--- src/rtl/wb_stage_mp_pkg.sv ---
// wb_stage_mp_pkg: shared widths and record layouts for the multi-port
// write-back stage.
//   MS_TO_WS_BUS_WD : MS->WS bus width {pc, rf_we, rf_waddr, rf_wdata}
//   WB_RF_PORT_WD   : width of one register-file write port {we, waddr, wdata}
//   WB_NPORT        : default number of register-file write ports
package wb_stage_mp_pkg;

    localparam int unsigned MS_TO_WS_BUS_WD = 70;
    localparam int unsigned WB_RF_PORT_WD   = 38;
    localparam int unsigned WB_NPORT        = 2;

    // Position of the {we, waddr} tag inside a bus entry, used for hazard tracking.
    localparam int unsigned WB_TAG_LSB = 32;
    localparam int unsigned WB_TAG_WD  = 6;

    typedef struct packed {
        logic [31:0] pc;
        logic        we;
        logic [4:0]  waddr;
        logic [31:0] wdata;
    } ms_ws_t;

    typedef struct packed {
        logic        we;
        logic [4:0]  waddr;
        logic [31:0] wdata;
    } rf_port_t;

endpackage

--- src/rtl/wb_stage_mp_queue.sv ---
// wb_queue: generic DEPTH x WD in-order circular queue.
//   clk, reset     : clock, asynchronous active-high reset (pointers/count only)
//   push/push_data : write one entry at tail (caller guarantees !full)
//   pop_cnt        : number of entries (0..2) retired from head this cycle
//   rd0/rd1_data   : entries at head and head+1 (payload qualified by count)
//   count, full    : occupancy
//   slot_tag       : TAG_WD-bit field of every physical slot
//   slot_valid     : slot currently holds a live entry
module wb_queue
    import wb_stage_mp_pkg::*;
#(
    parameter int unsigned DEPTH   = 4,
    parameter int unsigned WD      = MS_TO_WS_BUS_WD,
    parameter int unsigned TAG_LSB = WB_TAG_LSB,
    parameter int unsigned TAG_WD  = WB_TAG_WD
) (
    input  logic                      clk,
    input  logic                      reset,
    input  logic                      push,
    input  logic [WD-1:0]             push_data,
    input  logic [1:0]                pop_cnt,
    output logic [WD-1:0]             rd0_data,
    output logic [WD-1:0]             rd1_data,
    output logic [$clog2(DEPTH):0]    count,
    output logic                      full,
    output logic [DEPTH*TAG_WD-1:0]   slot_tag,
    output logic [DEPTH-1:0]          slot_valid
);

    localparam int unsigned AW = $clog2(DEPTH);

    logic [WD-1:0] mem [DEPTH];
    logic [AW-1:0] head;
    logic [AW-1:0] tail;
    logic [AW-1:0] offset;

    always_ff @(posedge clk or posedge reset) begin
        if (reset) begin
            head  <= '0;
            tail  <= '0;
            count <= '0;
        end else begin
            if (push) begin
                tail <= tail + AW'(1);
            end
            head  <= head + AW'(pop_cnt);
            count <= count + (AW+1)'(push) - (AW+1)'(pop_cnt);
        end
    end

    // Payload has no reset; count alone says which slots are meaningful.
    always_ff @(posedge clk) begin
        if (push) begin
            mem[tail] <= push_data;
        end
    end

    assign rd0_data = mem[head];
    assign rd1_data = mem[head + AW'(1)];
    assign full     = (count == (AW+1)'(DEPTH));

    // A slot is live when its distance from head (mod DEPTH) is below count.
    always_comb begin
        slot_tag   = '0;
        slot_valid = '0;
        offset     = '0;
        for (int unsigned j = 0; j < DEPTH; j++) begin
            offset        = AW'(j) - head;
            slot_valid[j] = ({1'b0, offset} < count);
            slot_tag[j*TAG_WD +: TAG_WD] = mem[j][TAG_LSB +: TAG_WD];
        end
    end

endmodule

--- src/rtl/wb_stage_mp.sv ---
// wb_stage_mp: buffered multi-port write-back stage between MS and the RF.
//   clk, reset                : clock, asynchronous active-high reset
//   ms_to_ws_valid/bus        : retiring instruction from MS
//   ws_allowin                : queue not full (independent of rf_stall)
//   rf_stall                  : RF refuses writes this cycle
//   ws_to_rf_bus              : NPORT x {we, waddr, wdata}, port 0 in LSBs
//   ws_valid                  : queue non-empty
//   ws_pend_vec               : registers with a queued write (bit 0 forced 0)
//   debug_wb_*                : port 0 trace (pc, we x4, waddr, wdata)
module wb_stage_mp
    import wb_stage_mp_pkg::*;
#(
    parameter int unsigned BUS_WD = MS_TO_WS_BUS_WD,
    parameter int unsigned DEPTH  = 4,
    parameter int unsigned NPORT  = WB_NPORT
) (
    input  logic                          clk,
    input  logic                          reset,
    input  logic                          ms_to_ws_valid,
    input  logic [BUS_WD-1:0]             ms_to_ws_bus,
    output logic                          ws_allowin,
    input  logic                          rf_stall,
    output logic [NPORT*WB_RF_PORT_WD-1:0] ws_to_rf_bus,
    output logic                          ws_valid,
    output logic [31:0]                   ws_pend_vec,
    output logic [31:0]                   debug_wb_pc,
    output logic [3:0]                    debug_wb_rf_we,
    output logic [4:0]                    debug_wb_rf_waddr,
    output logic [31:0]                   debug_wb_rf_wdata
);

    localparam int unsigned AW = $clog2(DEPTH);

    logic                          q_full;
    logic [AW:0]                   q_count;
    logic [BUS_WD-1:0]             q_rd0;
    logic [BUS_WD-1:0]             q_rd1;
    logic [DEPTH*WB_TAG_WD-1:0]    q_tag;
    logic [DEPTH-1:0]              q_slot_valid;
    logic                          push;
    logic [1:0]                    drain_cnt;
    logic                          same_addr;
    ms_ws_t                        e0;
    ms_ws_t                        e1;
    rf_port_t                      p0;
    logic                          unused_e1_pc;

    assign e0   = q_rd0;
    assign e1   = q_rd1;
    assign push = ms_to_ws_valid && ws_allowin;

    assign unused_e1_pc = ^e1.pc;

    wb_queue #(
        .DEPTH   (DEPTH),
        .WD      (BUS_WD),
        .TAG_LSB (WB_TAG_LSB),
        .TAG_WD  (WB_TAG_WD)
    ) u_queue (
        .clk        (clk),
        .reset      (reset),
        .push       (push),
        .push_data  (ms_to_ws_bus),
        .pop_cnt    (drain_cnt),
        .rd0_data   (q_rd0),
        .rd1_data   (q_rd1),
        .count      (q_count),
        .full       (q_full),
        .slot_tag   (q_tag),
        .slot_valid (q_slot_valid)
    );

    assign ws_allowin = !q_full;
    assign ws_valid   = (q_count != '0);

    // Two writes to the same register in one cycle would lose ordering in
    // the RF, so the second one waits a cycle.
    always_comb begin
        drain_cnt = '0;
        same_addr = e0.we && e1.we && (e0.waddr == e1.waddr);
        if (!rf_stall && q_count != '0) begin
            if (NPORT >= 2 && q_count >= (AW+1)'(2) && !same_addr) begin
                drain_cnt = 2'd2;
            end else begin
                drain_cnt = 2'd1;
            end
        end
    end

    always_comb begin
        ws_to_rf_bus = '0;
        for (int unsigned i = 0; i < NPORT; i++) begin
            if (i < 32'(drain_cnt)) begin
                ws_to_rf_bus[i*WB_RF_PORT_WD +: WB_RF_PORT_WD] =
                    (i == 0) ? e0[WB_RF_PORT_WD-1:0] : e1[WB_RF_PORT_WD-1:0];
            end
        end
    end

    // Entries still present (including ones draining now) keep their bit set.
    always_comb begin
        ws_pend_vec = '0;
        for (int unsigned j = 0; j < DEPTH; j++) begin
            if (q_slot_valid[j] && q_tag[j*WB_TAG_WD + 5]) begin
                ws_pend_vec[q_tag[j*WB_TAG_WD +: 5]] = 1'b1;
            end
        end
        ws_pend_vec[0] = 1'b0;
    end

    assign p0                = ws_to_rf_bus[WB_RF_PORT_WD-1:0];
    assign debug_wb_pc       = (drain_cnt != '0) ? e0.pc : '0;
    assign debug_wb_rf_we    = {4{p0.we}};
    assign debug_wb_rf_waddr = p0.waddr;
    assign debug_wb_rf_wdata = p0.wdata;

endmodule

--- config.mk ---
export PLATFORM = sky130hd
export DESIGN_NAME = wb_stage_mp
export DESIGN_NICKNAME = d
export VERILOG_FILES = /design/src/rtl/wb_stage_mp_pkg.sv /design/src/rtl/wb_stage_mp_queue.sv /design/src/rtl/wb_stage_mp.sv
export SDC_FILE = /design/constraint.sdc
export NUM_CORES = 1
export LEC_CHECK = 0
export ABC_CLOCK_PERIOD_IN_PS = 5100
export CAP_MARGIN = 5
export CORE_AREA = 2 2 233 212
export CTS_CLUSTER_SIZE = 28
export DETAILED_ROUTE_END_ITERATION = 8
export DIE_AREA = 0 0 235 214
export HOLD_SLACK_MARGIN = 0.12
export SYNTH_ARGS = -nofsm -noshare
export SYNTH_HDL_FRONTEND = slang
export SYNTH_SLANG_ARGS = --single-unit
--- constraint.sdc ---
create_clock -name clk -period 5.1 [get_ports clk]
set_clock_uncertainty 0.1 [all_clocks]
set_input_delay 1.53 -clock clk [delete_from_list [all_inputs] [get_ports clk]]
set_output_delay 1.53 -clock clk [all_outputs]
set_load 0.05 [all_outputs]
Word-level counts from Yosys, hierarchy flattened. Memories as Yosys holds them, arrays and structs flattened. Cells that the tools add are included.

ROM bits: 0. Output and inout bits: 183. Latch bits: 0. Memory bits (writable): 280. Word-level logic and storage cells: 70. Memories: 1. Input port bits: 74. Register bits after elaboration: 7.

Reductions and logical operators: 18. Bitwise gates (word level): 3. Mux-type cells: 19. Shift-type cells: 0. Add/sub/neg operators: 9. Equal/unequal tests: 2. $lt $le $gt $ge: 15. Div/mod/pow operators: 0. Multiply operators: 0.

Memories: u_queue.mem (depth 4, bits a word 70, rd ports 6, clocked after Yosys merged registers in 0, wr ports 1, line wb_stage_mp_queue.sv:32) `logic [WD-1:0] mem [DEPTH];`.

Operators by type and width (count): 32-bit 2-to-1 mux (5); 32-bit OR (3); 38-bit 2-to-1 mux (2); 5-bit by 6-bit less-than comparator with 1-bit output, second input constant (4); 1-bit demux with 5-bit select (4); 5-bit by 1-bit greater-or-equal comparator with 1-bit output, second input constant (4); 1-bit logical AND (13); 2-bit by 3-bit less-than comparator with 1-bit output (4); 1-bit 2-to-1 mux (6); 5-bit equality test (1); 2-bit by 1-bit adder with 2-bit output, second input constant (2); 1-bit by 2-bit less-than comparator with 1-bit output, first input constant (2); 2-bit 2-to-1 mux (2); 1-bit by 2-bit subtractor with 2-bit output, first input constant (2); 2-bit subtractor, first input constant (2); 3-bit by 1-bit adder with 3-bit output (1); 3-bit equality test, second input constant (1); 3-bit by 2-bit greater-or-equal comparator with 1-bit output, second input constant (1); 1-bit logical NOT (3); 3-bit nonzero test (1); 3-bit by 2-bit subtractor with 3-bit output (1); 2-bit adder (1); 2-bit nonzero test (1).

Depth between registers and ports, before layout. Gate-level depths: netlist of run 1. An unclocked memory read counts as a cell.

Depth in word-level cells: 12. Mapped depth: 12. Depth with buffers taken out: 11.

Cells and area by module. A second synthesis of run 1 with hierarchy kept.

Cell total of the unflattened synthesis: 876. Area, all modules: 14746.6 um2.

By module, submodules not included: wb_queue (instances 1, sequential area each 8583.2 um2, area each 12514.5 um2, cells each 529); wb_stage_mp (instances 1, sequential area each 0.0 um2, area each 2232.1 um2, cells each 347).

Least setup slack after synthesis of run 1. Ideal clock, no wire load.

Kind: input-to-output. Start point: input port rf_stall. End point: output port ws_to_rf_bus[45]. Required time: 3.470 ns. Stages: 3. Path buffers: 1. Arrival: 3.117 ns. Slack: 0.353 ns. Cells stage by stage: o21bai_1 > clkbuf_1 > nor3b_1.

Cells in the longest elaborated chain, start to end: 5.

RTL lines: start: declaration (line wb_stage_mp.sv:22) `input logic rf_stall,`; 1-bit logical NOT (line wb_stage_mp.sv:81) `if (!rf_stall && q_count != '0) begin`; 1-bit logical AND (line wb_stage_mp.sv:81); 2-bit 2-to-1 mux (line wb_stage_mp.sv:81); 1-bit by 2-bit less-than comparator with 1-bit output (line wb_stage_mp.sv:93) `if (i < 32'(drain_cnt)) begin`; 38-bit 2-to-1 mux (line wb_stage_mp.sv:93); end: declaration (line wb_stage_mp.sv:23) `output logic [NPORT*WB_RF_PORT_WD-1:0] ws_to_rf_bus,`.

No other way between the ends.

Worst setup path in the final report of run 1.
Start point: register u_queue.head[1]. End point: output port ws_pend_vec[22].

Cells in the longest elaborated chain, start to end: 10. Elaborated cells between the ends (all ways): 19. Classes of those cells: 4 x add/sub; 4 x order compare; 4 x mux; 3 x bitwise; 4 x reduce/logical.

RTL lines: start: declaration (line wb_stage_mp_queue.sv:33) `logic [AW-1:0] head;`; start signal: assignment (line wb_stage_mp_queue.sv:46) `head <= head + AW'(pop_cnt);`; 1-bit by 2-bit subtractor with 2-bit output (line wb_stage_mp_queue.sv:68) `offset = AW'(j) - head;`; 2-bit by 3-bit less-than comparator with 1-bit output (line wb_stage_mp_queue.sv:69) `slot_valid[j] = ({1'b0, offset} < count);`; 1-bit logical AND (line wb_stage_mp.sv:104) `if (q_slot_valid[j] && q_tag[j*WB_TAG_WD + 5]) begin`; 32-bit 2-to-1 mux (line wb_stage_mp.sv:104); 32-bit OR (no line); 32-bit 2-to-1 mux (line wb_stage_mp.sv:104); 32-bit OR (no line); 32-bit 2-to-1 mux (line wb_stage_mp.sv:104); 32-bit OR (no line); 32-bit 2-to-1 mux * (line wb_stage_mp.sv:104); end: declaration (line wb_stage_mp.sv:25) `output logic [31:0] ws_pend_vec,`.

Every way passes the cells marked *; elsewhere a longest branch is shown, timed or not.

==> impl_metrics.env, run 1 <==
export IMPL_num_fill_cells=4220
export IMPL_start_util_pct=29.8
export IMPL_slew_headroom_pct=47.2
export IMPL_wl_um=36900
export IMPL_path_clk_slew_ns=0.05
export IMPL_reg2reg_slack_ns=1.78
export IMPL_setup_violations=0
export IMPL_min_period_ns=4.96
export IMPL_rows=76
export IMPL_grt_overflow=0
export IMPL_ctsHoldBuffers=0
export IMPL_syn_area_per_cell_um2=16.8
export IMPL_hp_class="reg -> reg"
export IMPL_insertedDiodeCount=0
export IMPL_ys_async_sr_fraction_pct=2.44
export IMPL_cts_made_buffers=34
export IMPL_fin_area_mm2=0.0198
export IMPL_syn_cell_area_mm2=0.0142
export IMPL_drive_gt1_share_pct=38.2
export IMPL_die_w_um=235
export IMPL_cts_tree="yes"
export IMPL_gr_usage_all_layers_pct=14.6
export IMPL_dp_hpwl_um=24400
export IMPL_yosys_register_bits=287
export IMPL_path_max_fanout=6
export IMPL_port_buffers=255
export IMPL_grt_max_degree=62
export IMPL_cts_root_buffer="clkbuf_16"
export IMPL_wire_per_inst_um=21.7
export IMPL_holdWs_ns=0.543
export IMPL_design_die_area_mm2=0.0503
export IMPL_post_cts_buffers=0
export IMPL_placed_area_mm2=0.0187
export IMPL_core_area_mm2=0.0476
export IMPL_cp_top_family="compound AO/OA/AOI/OAI gates"
export IMPL_ys_seq_area_share_pct=60.5
export IMPL_grt_pass1_vias=9110
export IMPL_cts_sinks=287
export IMPL_endpoint_kind="output port"
export IMPL_drc=0
export IMPL_fmax_ghz=0.201
export IMPL_yosysUniqueCellTypes=48
export IMPL_dr_pass1_iters=5
export IMPL_crit_buf_inv=2
export IMPL_critPathMaxStageDelay_ns=0.51
export IMPL_area_growth_syn_to_layout_pct=39.8
export IMPL_yosys_warnings=0
export IMPL_crit_path_start_kind="flip-flop"
export IMPL_finalHoldViolations=0
export IMPL_final_antenna_net_count=0
export IMPL_insertion_delay_ns=0.52
export IMPL_fin_crit_sh_pct=97.3
export IMPL_cp_required_ns=3.47
export IMPL_p_leak_nw=6.75
export IMPL_synthCells=842
export IMPL_antenna_found_initial=1
export IMPL_drt_initial_drc_count=604
export IMPL_arrival_ns=3.33
export IMPL_tightest_slew_ns=0.792
export IMPL_cp_cell_sequence="xnor2_1 -> inv_1 -> ha_1 -> a21oi_1 -> o2111ai_1 -> o22ai_1 -> or2_1 -> clkdlybuf4s15_1"
export IMPL_io_pins=257
export IMPL_synth_edf_count=280
export IMPL_ir_drop_mv=0.455
export IMPL_final_nets=1145
export IMPL_drv_cap=0
export IMPL_drv_slew=0
export IMPL_post_cts_resized=5
export IMPL_htreeDepth=2
export IMPL_synth_ff_type="edfxtp_1"
export IMPL_place_congestion=0.847
export IMPL_synth_nets=929
export IMPL_vias=8722
export IMPL_dieHeight_um=214
export IMPL_crit_type="reg -> out"
export IMPL_p_per_area_mw_per_mm2=666
export IMPL_status="completed"
export IMPL_slowest_stage="dfrtp_4"
export IMPL_routed_via_density=5.12
export IMPL_clk_path_buf_depth=3
export IMPL_grt_pass1_wl_um=56500
flip-flops by register name (all words and copies together) (netlist names):
register / cells
u_queue.count: 3
u_queue.mem: 280
u_queue.tail: 2
u_queue.head: 2
cells by family (layout without fill, tap and decap cells):
group | count (synthesis) | in the layout | share of synthesized area, %
DFF | 287 | 287 | 60.5
and+or+nand+nor | 204 | 204 | 9.94
muxes | 117 | 117 | 18.1
buffers and inverters | 117 | 355 | 4.67
AOI/OAI and AO/OA | 82 | 82 | 4.28
xor gates and xnor gates | 21 | 21 | 1.30
adders and majority gates | 13 | 13 | 1.20
other | 1 | 1 | 0.0264
Yosys cell counts (all sizes together) (2+ instances only):
cell	number	area share, %
or2	20	0.88
o21ai	2	0.071
o21bai	3	0.16
o22ai	39	1.7
nor2b	70	3.1
o221ai	10	0.62
nor4	6	0.26
nor2	9	0.24
nand3	10	0.35
a211o	2	0.12
dfrtp	7	1.2
xnor2	16	0.99
nand4b	4	0.25
ha	12	1.1
mux4	111	18
nand2	11	0.31
a21oi	4	0.17
and3	5	0.22
o22a	10	0.62
o2111ai	8	0.49
edfxtp	280	59
inv	14	0.37
nand4	2	0.088
nand2b	3	0.15
xor2	5	0.31
mux2i	6	0.42
nor3b	38	2.7
nand3b	12	0.64
or3	6	0.26
or3b	6	0.37
clkbuf	33	0.87
a211oi	2	0.14
buf	70	3.4
worst paths after layout:
kind                                             start                          end  depth (start not counted)
max                          u_queue.head[1]$_DFF_PP0_              ws_pend_vec[22]                          8
min in group asynchronous                        reset  u_queue.tail[0]$_DFFE_PP0P_                          2
max in group asynchronous                        reset    u_queue.head[1]$_DFF_PP0_                          2
min reg2reg                u_queue.tail[1]$_DFFE_PP0P_  u_queue.tail[1]$_DFFE_PP0P_                          2
min                        u_queue.tail[1]$_DFFE_PP0P_  u_queue.tail[1]$_DFFE_PP0P_                          2
max reg2reg                  u_queue.head[0]$_DFF_PP0_    u_queue.head[1]$_DFF_PP0_                         12
placed cells by master (no fill, tap or decap), types with 5 or more instances in the layout:
cell,instances
buf_12,154
clkbuf_1,6
ha_1,12
o22ai_1,39
buf_4,42
or3b_2,6
nand2_1,10
o22a_1,10
clkdlybuf4s50_1,75
edfxtp_1,280
nor4_1,6
or3_1,6
o221ai_1,10
nor3b_1,18
mux4_2,111
nor2_1,9
nor3b_2,20
xnor2_1,16
nor2b_1,70
clkinv_1,6
or2_2,16
dlymetal6s2s_1,5
nand3b_1,12
dfrtp_1,5
mux2i_1,6
nand3_1,10
clkbuf_16,35
o2111ai_1,7
bufinv_16,5
xor2_1,5
inv_1,13
worst register-to-register path: stages, from the launching register on:
cell	delay (ns)
dfrtp_4	0.42
buf_6	0.39
mux2i_1	0.27
xor2_1	0.16
nand3_1	0.24
a211o_1	0.39
a21oi_1	0.21
ha_1	0.20
xnor2_1	0.12
or2_2	0.31
o21ai_0	0.16
a211oi_1	0.06
and3_1	0.18
power breakdown:
group          internal (W)  switching, W  leakage [nW]
Sequential          0.00312      0.000244          2.65
Combinational       0.00339       0.00399          3.56
Clock               0.00151      0.000937         0.545
stage by stage:
stage | worst slack [ns] | instances | util [%] | power, W | TNS [ns]
after floorplan | 0.353 | 842 | - | 0.00788 | 0
after global placement | 0.374 | 1646 | 39.2 | 0.0108 | 0
after detailed placement | 0.316 | 1646 | 39.2 | 0.0109 | 0
after CTS | -0.0428 | 1704 | 41.6 | 0.0134 | -0.0722
after global routing | -0.0116 | 1704 | 41.6 | 0.0138 | -0.0116
final | 0.136 | 1704 | 41.6 | 0.0132 | 0
area by class of cell:
class / instances / area (um^2) / area share [%]
clock buffers: 41 / 898 / 4.53
clock inverters: 17 / 231 / 1.17
inverters: 14 / 52.6 / 0.265
multi-input cells: 438 / 4990 / 25.2
flip-flops and latches: 287 / 8590 / 43.3
well taps: 624 / 781 / 3.94
repair buffers: 283 / 4280 / 21.6
layer usage:
| metal | global-route usage [%] | up-vias | wire length, um |
|---|---|---|---|
| li1 | - | 3807 | - |
| met1 | 18.4 | 4512 | 15000 |
| met2 | 24.6 | 340 | 18300 |
| met3 | 3.88 | 61 | 2860 |
| met4 | 4.37 | 2 | 758 |
| met5 | 0 | - | 8 |
No activity file was read; power rests on OpenSTA's default activity.
==> run 2, diff against run 1 <==
--- a/config.mk
+++ b/config.mk
@@ -12,6 +12,8 @@
 export DETAILED_ROUTE_END_ITERATION = 8
 export DIE_AREA = 0 0 235 214
 export HOLD_SLACK_MARGIN = 0.12
+export PLACE_DENSITY = 0.55
+export SLEW_MARGIN = 20
 export SYNTH_ARGS = -nofsm -noshare
 export SYNTH_HDL_FRONTEND = slang
 export SYNTH_SLANG_ARGS = --single-unit
==> impl_metrics.env, run 2 (synthesis gave the netlist of run 1 again) <==
export IMPL_place_congestion=0.847
export IMPL_cts_sinks=287
export IMPL_largest_reg_flops=280
export IMPL_largest_registers="u_queue.mem (280), u_queue.count (3)"
export IMPL_gr_usage_all_layers_pct=14.7
export IMPL_dp_hpwl_um=24200
export IMPL_final_nets=1137
export IMPL_wl_um=37200
export IMPL_grt_pass1_vias=9123
export IMPL_endpoint_kind="output port"
export IMPL_wire_per_inst_um=21.9
export IMPL_r2r_start="u_queue.mem[0][36]$_DFFE_PP_"
export IMPL_cts_tree="yes"
export IMPL_dr_pass1_iters=5
export IMPL_drv_cap=0
export IMPL_io_pins=257
export IMPL_htreeDepth=2
export IMPL_finalHoldViolations=0
export IMPL_dieHeight_um=214
export IMPL_ctsHoldBuffers=0
export IMPL_grt_setup_unrepaired="true"
export IMPL_crit_end="ws_pend_vec[20]"
export IMPL_slowest_stage="o2111ai_1"
export IMPL_cts_made_buffers=34
export IMPL_status="completed"
export IMPL_holdWs_ns=0.527
export IMPL_cts_root_buffer="clkbuf_16"
export IMPL_arrival_ns=3.34
export IMPL_area_growth_syn_to_layout_pct=39.1
export IMPL_routed_via_density=5.05
export IMPL_layout_commonest_cell="edfxtp_1"
export IMPL_grt_overflow=0
export IMPL_insertion_delay_ns=0.54
export IMPL_crit_type="reg -> out"
export IMPL_p_leak_nw=6.61
export IMPL_ir_drop_mv=0.340
export IMPL_core_area_mm2=0.0476
export IMPL_min_period_ns=4.97
export IMPL_design_die_area_mm2=0.0503
export IMPL_setup_tns_ns=0
export IMPL_total_power_w=0.0131
export IMPL_rr_worst_depth=11
export IMPL_reg2reg_slack_ns=1.89
export IMPL_p_per_area_mw_per_mm2=663
export IMPL_path_max_fanout=21
export IMPL_regMostFlops="u_queue.mem"
export IMPL_grt_max_degree=50
export IMPL_rows=76
export IMPL_r2r_end="u_queue.head[1]$_DFF_PP0_"
export IMPL_drc=0
export IMPL_slew_headroom_pct=37.7
export IMPL_drive_gt1_share_pct=38.7
export IMPL_clk_path_buf_depth=3
export IMPL_fin_area_mm2=0.0197
export IMPL_fin_crit_sh_pct=97.4
export IMPL_hp_class="reg -> reg"
export IMPL_critPathMaxStageDelay_ns=0.75
export IMPL_path_clk_slew_ns=0.06
export IMPL_fmax_ghz=0.201
export IMPL_final_antenna_net_count=0
export IMPL_final_cell_mix="edfxtp_1, buf_12, mux4_2"
export IMPL_start_util_pct=29.8
export IMPL_grt_pass1_wl_um=57200
export IMPL_placed_area_mm2=0.0186
export IMPL_cp_cell_sequence="xnor2_1 -> inv_1 -> ha_1 -> a21oi_1 -> o2111ai_1 -> o22ai_1 -> or2_2 -> buf_4"
export IMPL_die_w_um=235
export IMPL_drv_slew=0
export IMPL_cp_required_ns=3.47
export IMPL_drt_initial_drc_count=570
export IMPL_worstSetupStartpoint="u_queue.head[0]$_DFF_PP0_"
export IMPL_post_route_util_pct=41.4
export IMPL_vias=8582
export IMPL_crit_path_start_kind="flip-flop"
export IMPL_tightest_slew_ns=0.934
export IMPL_antenna_found_initial=2
export IMPL_port_buffers=255
export IMPL_setup_violations=0
run 2: metal layers:
metal	vias up	GRT usage, %	part of all wire (%)	wire length (um)
met5	-	0	0.027	10
met4	2	4.37	1.8	654
met2	306	24.2	50	18500
li1	3782	-	-	-
met3	51	3.39	6.5	2400
met1	4441	19.4	42	15600
run 2: layout make-up:
| cell class | instances | area [um^2] |
|---|---|---|
| Clock buffer | 41 | 887 |
| Antenna cell | 1 | 2.50 |
| Sequential cell | 287 | 8590 |
| Clock inverter | 19 | 194 |
| Tap cell | 624 | 781 |
| Multi-Input combinational cell | 438 | 4980 |
| Inverter | 14 | 52.6 |
| Timing Repair Buffer | 275 | 4230 |
| Fill cell | 4233 | 27900 |
run 2: worst min-delay path by stage:
stage	start	end	slack, ns	cells after the start
global route	u_queue.tail[1]$_DFFE_PP0P_	u_queue.tail[1]$_DFFE_PP0P_	0.57	2
global placement	u_queue.tail[0]$_DFFE_PP0P_	u_queue.tail[0]$_DFFE_PP0P_	0.51	2
floorplan	u_queue.tail[1]$_DFFE_PP0P_	u_queue.tail[1]$_DFFE_PP0P_	0.48	2
CTS	u_queue.tail[0]$_DFFE_PP0P_	u_queue.tail[0]$_DFFE_PP0P_	0.53	2
detailed placement	u_queue.tail[0]$_DFFE_PP0P_	u_queue.tail[0]$_DFFE_PP0P_	0.52	2
finish	u_queue.tail[1]$_DFFE_PP0P_	u_queue.tail[1]$_DFFE_PP0P_	0.53	2
run 2: repair_timing:
action | 4_1_cts | 5_1_grt
buffers inserted | 0 | 2
resized for setup | 1 | 0
hold endpoints to repair | 0 | 0
pin swaps | 0 | 1
endpoints found under the setup margin | 29 | 33
run 2: stage by stage:
step / std cells / worst slack (ns)
floorplan: 842 / 0.353
global placement: 1636 / 0.405
detailed placement: 1636 / 0.380
CTS: 1696 / 0.0724
global route: 1698 / -0.0338
finish: 1699 / 0.133
run 2: critical path, delay by kind of cell, from the launching register on:
family / cells / cell delay, ns
buf+inv: 2 / 0.26
xor+xnor: 1 / 0.23
simple gates: 1 / 0.33
flops: 1 / 0.61
compound gates: 3 / 1.10
fa+ha+maj: 1 / 0.27
run 2: power by group:
group / leakage, nW / internal (W) / switching (W)
clock: 0.516 / 0.00136 / 0.000971
sequential: 2.65 / 0.00312 / 0.000283
combinational: 3.45 / 0.00338 / 0.00396
==> run 3, diff against run 2 <==
--- a/config.mk
+++ b/config.mk
@@ -5,7 +5,7 @@
 export SDC_FILE = /design/constraint.sdc
 export NUM_CORES = 1
 export LEC_CHECK = 0
-export ABC_CLOCK_PERIOD_IN_PS = 5100
+export ABC_CLOCK_PERIOD_IN_PS = 4800
 export CAP_MARGIN = 5
 export CORE_AREA = 2 2 233 212
 export CTS_CLUSTER_SIZE = 28
==> constraint.sdc (replaced) <==
create_clock -name clk -period 4.8 [get_ports clk]
set_clock_uncertainty 0.1 [all_clocks]
set_input_delay 1.44 -clock clk [delete_from_list [all_inputs] [get_ports clk]]
set_output_delay 1.44 -clock clk [all_outputs]
set_load 0.05 [all_outputs]
==> impl_metrics.env, run 3 (synthesis gave the netlist of run 1 again) <==
export IMPL_endpoint_kind="output port"
export IMPL_drive_gt1_share_pct=39.5
export IMPL_grt_overflow=0
export IMPL_fin_area_mm2=0.0199
export IMPL_rows=76
export IMPL_slew_headroom_pct=37.5
export IMPL_setup_violations=0
export IMPL_ctsHoldBuffers=0
export IMPL_tightest_slew_ns=0.938
export IMPL_insertion_delay_ns=0.53
export IMPL_start_util_pct=29.8
export IMPL_path_max_fanout=16
export IMPL_design_die_area_mm2=0.0503
export IMPL_htreeDepth=2
export IMPL_final_cell_mix="edfxtp_1, buf_12, mux4_2"
export IMPL_status="completed"
export IMPL_core_area_mm2=0.0476
export IMPL_regMostFlops="u_queue.mem"
export IMPL_area_growth_syn_to_layout_pct=40.2
export IMPL_path_clk_slew_ns=0.06
export IMPL_crit_type="reg -> out"
export IMPL_largest_registers="u_queue.mem (280), u_queue.count (3)"
export IMPL_final_nets=1150
export IMPL_cts_sinks=287
export IMPL_crit_path_start_kind="flip-flop"
export IMPL_critPathMaxStageDelay_ns=0.62
export IMPL_grt_pass1_vias=9093
export IMPL_placed_area_mm2=0.0188
export IMPL_gr_usage_all_layers_pct=14.7
export IMPL_largest_reg_flops=280
export IMPL_dieHeight_um=214
export IMPL_min_period_ns=4.66
export IMPL_fmax_ghz=0.215
export IMPL_grt_max_degree=61
export IMPL_p_per_area_mw_per_mm2=690
export IMPL_p_leak_nw=6.66
export IMPL_slowest_stage="edfxtp_1"
export IMPL_drv_slew=0
export IMPL_hp_class="reg -> reg"
export IMPL_setup_tns_ns=0
export IMPL_port_buffers=255
export IMPL_dr_pass1_iters=5
export IMPL_die_w_um=235
export IMPL_cts_made_buffers=34
export IMPL_layout_commonest_cell="edfxtp_1"
export IMPL_drv_cap=0
export IMPL_antenna_found_initial=2
export IMPL_grt_setup_unrepaired="false"
export IMPL_routed_via_density=5.10
export IMPL_wl_um=37400
export IMPL_ir_drop_mv=0.402
export IMPL_final_antenna_net_count=0
export IMPL_grt_pass1_wl_um=57200
export IMPL_drt_initial_drc_count=786
export IMPL_finalHoldViolations=0
export IMPL_fin_crit_sh_pct=97.1
export IMPL_io_pins=257
export IMPL_place_congestion=0.836
export IMPL_path_common_cell="buf_4"
export IMPL_dp_hpwl_um=25000
export IMPL_cts_root_buffer="clkbuf_16"
export IMPL_cp_cell_sequence="xnor2_1 -> mux4_2 -> nand2_1 -> a211oi_4 -> buf_4 -> buf_4 -> nor3b_1 -> buf_4"
export IMPL_post_route_util_pct=41.7
export IMPL_cp_required_ns=3.26
export IMPL_vias=8715
export IMPL_clk_path_buf_depth=3
export IMPL_arrival_ns=3.12
export IMPL_wire_per_inst_um=21.9
export IMPL_cts_tree="yes"
export IMPL_drc=0
run 3: path summary, 6_finish.rpt:
path | start | endpoint | slack [ns] | depth (start not counted)
worst max-delay path | u_queue.mem[3][35]$_DFFE_PP_ | ws_to_rf_bus[54] | 0.14 | 8
worst min-delay path | u_queue.tail[1]$_DFFE_PP0P_ | u_queue.tail[1]$_DFFE_PP0P_ | 0.55 | 2
worst max register to register | u_queue.mem[0][36]$_DFFE_PP_ | u_queue.head[1]$_DFF_PP0_ | 1.70 | 11
worst min register to register | u_queue.tail[1]$_DFFE_PP0P_ | u_queue.tail[1]$_DFFE_PP0P_ | 0.55 | 2
max in group asynchronous | reset | u_queue.head[1]$_DFF_PP0_ | 3.29 | 2
min in group asynchronous | reset | u_queue.count[2]$_DFF_PP0_ | 1.05 | 2
run 3: power by group:
group	internal [W]	switching, W	total (W)
clock network	0.00132	0.000997	0.00231
logic	0.00358	0.00425	0.00782
registers	0.00332	0.000278	0.00360
total	0.00821	0.00552	0.0137
run 3: metal layers:
| layer | wire, um | share of wire, % | global-route usage, % | up-vias |
|---|---|---|---|---|
| met1 | 15300 | 41 | 18.8 | 4528 |
| met2 | 18900 | 51 | 24.9 | 314 |
| met3 | 2380 | 6.4 | 3.30 | 61 |
| met5 | 13 | 0.035 | 0 | - |
| met4 | 777 | 2.1 | 4.60 | 2 |
| li1 | - | - | - | 3810 |
run 3: critical path: cells and delay by family (launching register included):
kind	cells	cell delay (ns)
xor+xnor	1	0.22
compound gates	1	0.05
buf+inv	3	0.75
flops	1	0.62
simple gates	2	0.40
mux	1	0.52
run 3: final cells by class:
class | instances | area (um^2)
Antenna cell | 1 | 2.50
Tap cell | 624 | 781
Fill cell | 4246 | 27800
Timing Repair Buffer | 288 | 4470
Sequential cell | 287 | 8590
Multi-Input combinational cell | 438 | 5010
Clock inverter | 13 | 93.8
Clock buffer | 44 | 888
Inverter | 14 | 52.6
run 3: timing repair:
item	in CTS	in global routing
pin swaps	0	0
setup buffers	0	4
endpoints found under the setup margin	13	34
cloned	0	0
resized for setup	4	2
run 3: metrics by stage:
stage	worst slack (ns)	hold WS [ns]	total power, W	instances
after floorplan	0.185	0.480	0.00837	842
after global placement	0.289	0.520	0.0115	1647
after detailed placement	0.272	0.540	0.0115	1647
after CTS	0.0245	0.548	0.0139	1704
after global routing	0.00529	0.581	0.0143	1708
final	0.138	0.545	0.0137	1709
